`src/rtl/stall_ctrl_pkg.sv`:
```
// Shared definitions for the pipeline hazard controller: stage indices,
// the stall bus type and default parameter values.
package stall_ctrl_pkg;

   localparam int STG_PC  = 0;
   localparam int STG_IF  = 1;
   localparam int STG_ID  = 2;
   localparam int STG_EX  = 3;
   localparam int STG_MEM = 4;
   localparam int STG_WB  = 5;

   localparam int NSTAGE_DEFAULT  = STG_WB + 1;
   localparam int CNT_W_DEFAULT   = 32;
   localparam int TIMEOUT_DEFAULT = 1024;

   typedef logic [NSTAGE_DEFAULT-1:0] StallBus;

endpackage

```
`src/rtl/stall_ctrl_sat_counter.sv`:
```
// Saturating event counter with synchronous clear; used for the stall and
// flush performance counters.
module sat_counter
   import stall_ctrl_pkg::*;
#(
   parameter int W = CNT_W_DEFAULT
) (
   input  logic         clk,
   input  logic         clr,
   input  logic         inc,
   output logic [W-1:0] count_o
);

   logic [W-1:0] count_q, count_d;

   always_comb begin
      count_d = count_q;
      if (clr) begin
         count_d = '0;
      end else if (inc && (count_q != '1)) begin
         count_d = count_q + W'(1);
      end
   end

   always_ff @(posedge clk) begin
      count_q <= count_d;
   end

   assign count_o = count_q;

endmodule

```
`src/rtl/stall_ctrl.sv`:
```
// Pipeline hazard controller: merges stall requests, the global ready pause and
// flush requests (with deferral) into per-stage stall/bubble/flush controls.
module stall_ctrl
   import stall_ctrl_pkg::*;
#(
   parameter int NSTAGE  = NSTAGE_DEFAULT,
   parameter int CNT_W   = CNT_W_DEFAULT,
   parameter int TIMEOUT = TIMEOUT_DEFAULT
) (
   input  logic                      clk,
   input  logic                      rst,
   input  logic                      rdy,
   input  logic [NSTAGE-1:0]         stall_req,
   input  logic                      flush_req,
   input  logic [$clog2(NSTAGE)-1:0] flush_stage,
   output logic [NSTAGE-1:0]         stall_o,
   output logic [NSTAGE-1:0]         bubble_o,
   output logic [NSTAGE-1:0]         flush_o,
   output logic                      hang_o,
   output logic [CNT_W-1:0]          stall_cycles_o,
   output logic [CNT_W-1:0]          flush_cnt_o
);

   localparam int KW   = $clog2(NSTAGE);
   localparam int WD_W = $clog2(TIMEOUT + 1);

   logic              pendV_q, pendV_d;
   logic [KW-1:0]     pendK_q, pendK_d;
   logic [WD_W-1:0]   wdCnt_q, wdCnt_d;
   logic              hang_q, hang_d;

   logic [NSTAGE-1:0] baseStall;
   logic [NSTAGE-1:0] youngMask;
   logic [NSTAGE-1:0] stallMasked;
   logic [NSTAGE-1:0] maskedReq;
   logic              liveV;
   logic              candV;
   logic [KW-1:0]     candK;
   logic              apply;

   // A request stalls its own stage and everything younger; accumulate from the oldest stage down.
   always_comb begin
      logic acc;
      acc = ~rdy;
      for (int i = NSTAGE - 1; i >= 0; i--) begin
         acc          = acc | stall_req[i];
         baseStall[i] = acc;
      end
   end

   // Index 0 has nothing younger to kill, so it never becomes a candidate; the older candidate wins.
   always_comb begin
      liveV = flush_req && (flush_stage != '0) && (int'(flush_stage) < NSTAGE);
      candV = liveV | pendV_q;
      candK = pendK_q;
      if (liveV && (!pendV_q || (flush_stage > pendK_q))) begin
         candK = flush_stage;
      end
      apply = candV && rdy && !baseStall[candK];
      for (int i = 0; i < NSTAGE; i++) begin
         youngMask[i] = apply && (i < int'(candK));
      end
   end

   always_comb begin
      stallMasked = baseStall & ~youngMask;
      maskedReq   = stall_req & ~youngMask;
      stall_o     = '0;
      bubble_o    = '0;
      flush_o     = '0;
      if (!rst) begin
         stall_o = stallMasked;
         flush_o = youngMask;
         for (int i = 0; i < NSTAGE - 1; i++) begin
            bubble_o[i] = stallMasked[i] & ~stallMasked[i+1];
         end
      end
   end

   // Blocked flushes are held until stage k can advance; ready low freezes the watchdog.
   always_comb begin
      pendV_d = pendV_q;
      pendK_d = pendK_q;
      wdCnt_d = wdCnt_q;
      hang_d  = hang_q;
      if (rst) begin
         pendV_d = 1'b0;
         pendK_d = '0;
         wdCnt_d = '0;
         hang_d  = 1'b0;
      end else begin
         if (apply) begin
            pendV_d = 1'b0;
            pendK_d = '0;
         end else if (candV) begin
            pendV_d = 1'b1;
            pendK_d = candK;
         end
         if (rdy) begin
            if (|stall_req) begin
               if (wdCnt_q != WD_W'(TIMEOUT)) begin
                  wdCnt_d = wdCnt_q + WD_W'(1);
               end
            end else begin
               wdCnt_d = '0;
            end
         end
         if (wdCnt_d == WD_W'(TIMEOUT)) begin
            hang_d = 1'b1;
         end
      end
   end

   always_ff @(posedge clk) begin
      pendV_q <= pendV_d;
      pendK_q <= pendK_d;
      wdCnt_q <= wdCnt_d;
      hang_q  <= hang_d;
   end

   assign hang_o = hang_q;

   sat_counter #(.W(CNT_W)) u_stallCnt (
      .clk     (clk),
      .clr     (rst),
      .inc     (!rst && rdy && (|maskedReq)),
      .count_o (stall_cycles_o)
   );

   sat_counter #(.W(CNT_W)) u_flushCnt (
      .clk     (clk),
      .clr     (rst),
      .inc     (!rst && apply),
      .count_o (flush_cnt_o)
   );

endmodule

```
`config.mk`:
```
export PLATFORM = sky130hd
export DESIGN_NAME = stall_ctrl
export DESIGN_NICKNAME = d
export VERILOG_FILES = /design/src/rtl/stall_ctrl_pkg.sv /design/src/rtl/stall_ctrl_sat_counter.sv /design/src/rtl/stall_ctrl.sv
export SDC_FILE = /design/constraint.sdc
export NUM_CORES = 1
export LEC_CHECK = 0
export ABC_AREA = 0
export CORE_MARGIN = 5
export CORE_UTILIZATION = 40
export CTS_BUF_LIST = sky130_fd_sc_hd__clkbuf_8 sky130_fd_sc_hd__clkbuf_16
export CTS_CLUSTER_DIAMETER = 80
export DETAILED_ROUTE_END_ITERATION = 12
export DONT_BUFFER_PORTS = 1
export MAX_ROUTING_LAYER = met4
export PLACE_DENSITY = 0.65
export SLEW_MARGIN = 0
export SYNTH_ARGS = -nofsm -noshare
export SYNTH_HDL_FRONTEND = slang
export SYNTH_SLANG_ARGS = --single-unit
```
`constraint.sdc`:
```
create_clock -name clk -period 7.6 [get_ports clk]
set_input_delay 2.28 -clock clk [delete_from_list [all_inputs] [get_ports clk]]
set_output_delay 2.28 -clock clk [all_outputs]
set_load 0.1 [all_outputs]
```
Word-level counts from Yosys, hierarchy flattened

Cells that the tools add are included.

Equal/unequal tests: 4
Mux-type cells: 10
Reductions and logical operators: 24
Add/sub/neg operators: 3
Bitwise gates (word level): 21
Order comparisons: 9

Operators with widths:

| kind                                                | count |
|---|---|
| adder 32 x 1 -> 32 bit (second input constant)      | 2 |
| != test 32 bit (second input constant)              | 2 |
| two-way mux 11 bit                                  | 4 |
| logical AND 1 bit                                   | 16 |
| AND 6 bit                                           | 2 |
| two-way mux 6 bit                                   | 2 |
| OR reduction 6 bit                                  | 2 |
| adder 11 x 1 -> 11 bit (second input constant)      | 1 |
| equality test 11 bit (second input constant)        | 1 |
| != test 11 bit (second input constant)              | 1 |
| bitwise OR 1 bit                                    | 7 |
| < comparator 1 x 3 -> 1 bit (first input constant)  | 2 |
| < comparator 2 x 3 -> 1 bit (first input constant)  | 2 |
| < comparator 3 bit (first input constant)           | 2 |
| inverter 1 bit                                      | 6 |
| inverter 6 bit                                      | 1 |
| AND 1 bit                                           | 5 |
| two-way mux 5 bit                                   | 1 |
| < comparator 3 x 4 -> 1 bit (second input constant) | 1 |
| binary-select mux 1 bit (select 3 bit)              | 1 |
| > comparator 3 bit                                  | 1 |
| logical NOT 1 bit                                   | 3 |
| < comparator 3 bit (second input constant)          | 1 |
| two-way mux 3 bit                                   | 1 |
| 4 further kinds                                     | 4 |

Logic and storage cells: 77
Register bits: 80
Output and inout bits: 83
Input port bits: 13

Logic depth before layout (Yosys ltp)

Word-level depth: 17
Mapped depth: 12
Depth with buffers taken out: 10

Cells and area by module

From an unflattened synthesis, not the netlist that was laid out.

Cell total of the unflattened synthesis: 598
Area, all modules: 4,847.1 µm²

Modules (own cells, without submodules):

| module      | cells an instance | sequential area each (µm²) | times used | area each (µm²) |
|---|---|---|---|---|
| sat_counter | 199               | 640.6                      | 2          | 1,674.1 |
| stall_ctrl  | 200               | 320.3                      | 1          | 1,498.9 |

Worst setup path after synthesis

No wires, ideal clock.

Path kind: input -> output
Start: input port flush_stage[0]
End: output port bubble_o[4]
Stages: 9
Arrival time: 7.218 ns
Buffers on the path: 0
Required time: 5.320 ns
Path slack: -1.898 ns
Cells stage by stage: inv_1 ha_1 and3_1 o21ai_0 nand3_1 a21boi_1 nand2_1 a311oi_1 and2_1

Longest elaborated chain between the ends: 15
Elaborated cells on any way between the ends: 23
Those cells by class: order compare: 4; mux: 4; bitwise: 5; reduce/logical: 10

RTL lines:

| what                                                        | line             | text |
|---|---|---|
| start, declared                                             | stall_ctrl.sv:15 | `input logic [$clog2(NSTAGE)-1:0] flush_stage,` |
| branches (longest 10 deep; another with < comparator 3 bit) | -                |  |
| inverter 6 bit *                                            | stall_ctrl.sv:66 | `stallMasked = baseStall & ~youngMask;` |
| AND 6 bit *                                                 | stall_ctrl.sv:66 |  |
| inverter 1 bit                                              | stall_ctrl.sv:75 | `bubble_o[i] = stallMasked[i] & ~stallMasked[i+1];` |
| AND 1 bit *                                                 | stall_ctrl.sv:75 |  |
| two-way mux 5 bit *                                         | stall_ctrl.sv:71 | `if (!rst) begin` |
| end, declared                                               | stall_ctrl.sv:17 | `output logic [NSTAGE-1:0] bubble_o,` |

Mark *: on every way between the ends. The select of a mux whose other input is x is not followed.

Worst setup path after layout

Start: input port flush_stage[0]
End: output port bubble_o[1]

Same word-level chain as after synthesis.

==> impl_metrics.toml <==
[outcome]
status = "complete, no violations"

[cells_and_area]
nNetsFinal = 610
layout_common_cells = "80 x dfxtp_1, 50 x nor2_1, 46 x a21oi_1, 40 x nand2_1, 36 x nand3_1"
layout-drive-gt1-share_pct = 11.1
syn_to_final_growth_pct = 17.2
final_area_sq_um = 5450
mostFrequentLayoutCell = "dfxtp_1"
post-route-util_pct = 47.7
antenna-diode-count = 0

[synthesis]
synthDistinctLibCells = 60
postSynthAreaPerCell_sq_um = 7.91
synth_area_sq_um = 4650
yosysWarnings = 0
ys_seq_elements = 80
syn_nets = 608
ys_seq_area_share_pct = 34.4
synth_area_leaders = "dfxtp_1 34%, a21oi_1 5.1%, nor2_1 4.5%"
synth-edff-count = 0
ys.flop_type = "dfxtp_1"
syn_inst = 588
yosysTopAreaCell = "dfxtp_1"
synth-async-reset-ratio_pct = 0
yosys.area.top_type_share_pct = 34.4

[floorplan]
row_count = 39
die_x_um = 118
core_sq_um = 11400
die_area_sq_um = 13900
die_h_um = 118
io_pins = 96
initial_core_util_pct = 40.7

[setup_path]
worstSetupStartpointType = "primary input"
critPathMaxFanout = 5
cp_data_required_time_ps = 5320
cp.arrival_ps = 4980
crit_type = "in -> out"
cp-end-kind = "primary output"
r2r_slack_ps = 3760

[grt]
antenna_found_initial = 0
grt_pass1_vias = 4144
grt_overflow = 0
grt_pass1_wl_mm = 21.1
grt_use_total_pct = 18.5
grt_max_degree = 88

[power]
p_leak_nw = 1.86
ir_drop_mv = 0.110
p_per_area_nw_per_um2 = 197

[route]
vias = 4534
wire_per_inst_um = 17.5
routed_wl_mm = 12.9
drc = 0
viasPerCell = 6.14
drtIter0Drc = 360
antenna_left = 0
dr.pass1.iters = 5

[placed_design]
dpl_cell_area_sq_um = 5090
gp_congestion = 0.930
numPortBuffers = 0
dp_hpwl_mm = 9.20

[sta]
fmax_ghz = 0.138
worstMarginPinSlew_ps = 1140
period_minus_slack_ps = 7260
finClkSkew_ps = 8.24
slew_viol_final = 0
fin_crit_sh_pct = 95.6
relSlewSlack_pct = 23.8
whs_ps = 490
hold_violations = 0
setup_viol = 0
rsz0062_at_grt = "no"

[clock_tree]
cts_buffers = 9
clock_latency_ps = 330
cts_max_path_buffers = 2
cts_setup_buffers = 0
post_cts_resized = 0
clk_pin_slew_ps = 60
root_buffer = "clkbuf_16"
htree_levels = 3
hold_buffers = 0
clock-sinks = 80
cts_tree = "yes"

[hold_path]
hold_path_class = "reg -> reg"

[run]
cap_viol_max_count = 0
-- stage by stage --
stage / setup TNS [ps] / power (W) / cells / setup WS (ps)
after floorplan: -1230 / 0.000534 / 588 / -486
after CTS: 0 / 0.00108 / 738 / 370
final: 0 / 0.00107 / 738 / 336
after global routing: 0 / 0.00111 / 738 / 76.9
after detailed placement: 0 / 0.000556 / 722 / 373
after global placement: 0 / 0.000555 / 722 / 438
-- synth_stat cells, types with 6 or more instances --
| library cell | count |
|---|---|
| nor4_1 | 6 |
| and4_1 | 11 |
| xor2_1 | 21 |
| ha_1 | 7 |
| o21ai_0 | 27 |
| or3_1 | 26 |
| nor2b_1 | 11 |
| nor2_1 | 56 |
| and2_1 | 7 |
| nand3_1 | 36 |
| mux2_1 | 6 |
| and3_1 | 21 |
| or4_1 | 9 |
| nor3_1 | 20 |
| a21oi_1 | 47 |
| clkbuf_1 | 25 |
| inv_1 | 18 |
| dfxtp_1 | 80 |
| nand2_1 | 40 |
| nand4_1 | 24 |
| o31ai_1 | 9 |
-- cell type report --
cell class,instances,area [sq um]
Fill cell,1119,5970
Clock inverter,4,98.8
Multi-Input combinational cell,457,2920
Tap cell,143,179
Inverter,18,67.6
Clock buffer,12,267
Sequential cell,80,1600
Timing Repair Buffer,24,318
-- worst max-delay path, cell delays in order --
cell,delay (ps)
inv_1,50
ha_1,290
and3_1,160
o21ai_0,420
nand3_1,280
a311o_2,510
nand2_2,100
nand2_1,70
o22ai_1,370
and2_2,260
buf_12,170
-- layer usage --
| layer | vias up | wire length [um] | GRT usage, % |
|---|---|---|---|
| met5 | - | 0 | - |
| met4 | 0 | 242 | 6.74 |
| met3 | 20 | 1100 | 5.67 |
| met2 | 151 | 5810 | 27.5 |
| met1 | 2157 | 5740 | 23.8 |
| li1 | 2206 | - | - |
-- power by group --
group          total, W  switching [W]  internal (W)
clock          0.000527       0.000178      0.000349
sequential     0.000433      0.0000103      0.000423
combinational  0.000115      0.0000803     0.0000345
total           0.00107       0.000269      0.000806
-- logic make-up (layout without fill, tap and decap cells) --
family	Yosys count	count (layout)	synth area share, %
multiplexers	11	11	2.61
XOR/XNOR	22	22	4.14
buffers and inverters	51	58	4.68
other	1	1	0.0807
AO/OA/AOI/OAI	129	129	18.5
AND/OR/NAND/NOR	287	287	33.6
flip-flops	80	80	34.4
adder cells (fa/ha/maj)	7	7	1.88
-- sequential cells by signal, summed over array words and instances (netlist names) --
name / flops
u_stallCnt.count_o: 32
pendV_q: 1
hang_o: 1
pendK_q: 3
u_flushCnt.count_o: 32
wdCnt_q: 11
-- path summary, 6_finish.rpt --
| path | startpoint | end | cells past startpoint |
|---|---|---|---|
| max | flush_stage[0] | bubble_o[1] | 11 |
| min | wdCnt_q[10] | wdCnt_q[10] | 2 |
| max reg2reg | u_stallCnt.count_o[7] | u_stallCnt.count_o[31] | 8 |
| min reg2reg | wdCnt_q[10] | wdCnt_q[10] | 2 |
Note: power is estimated with default switching activity, not from simulation.
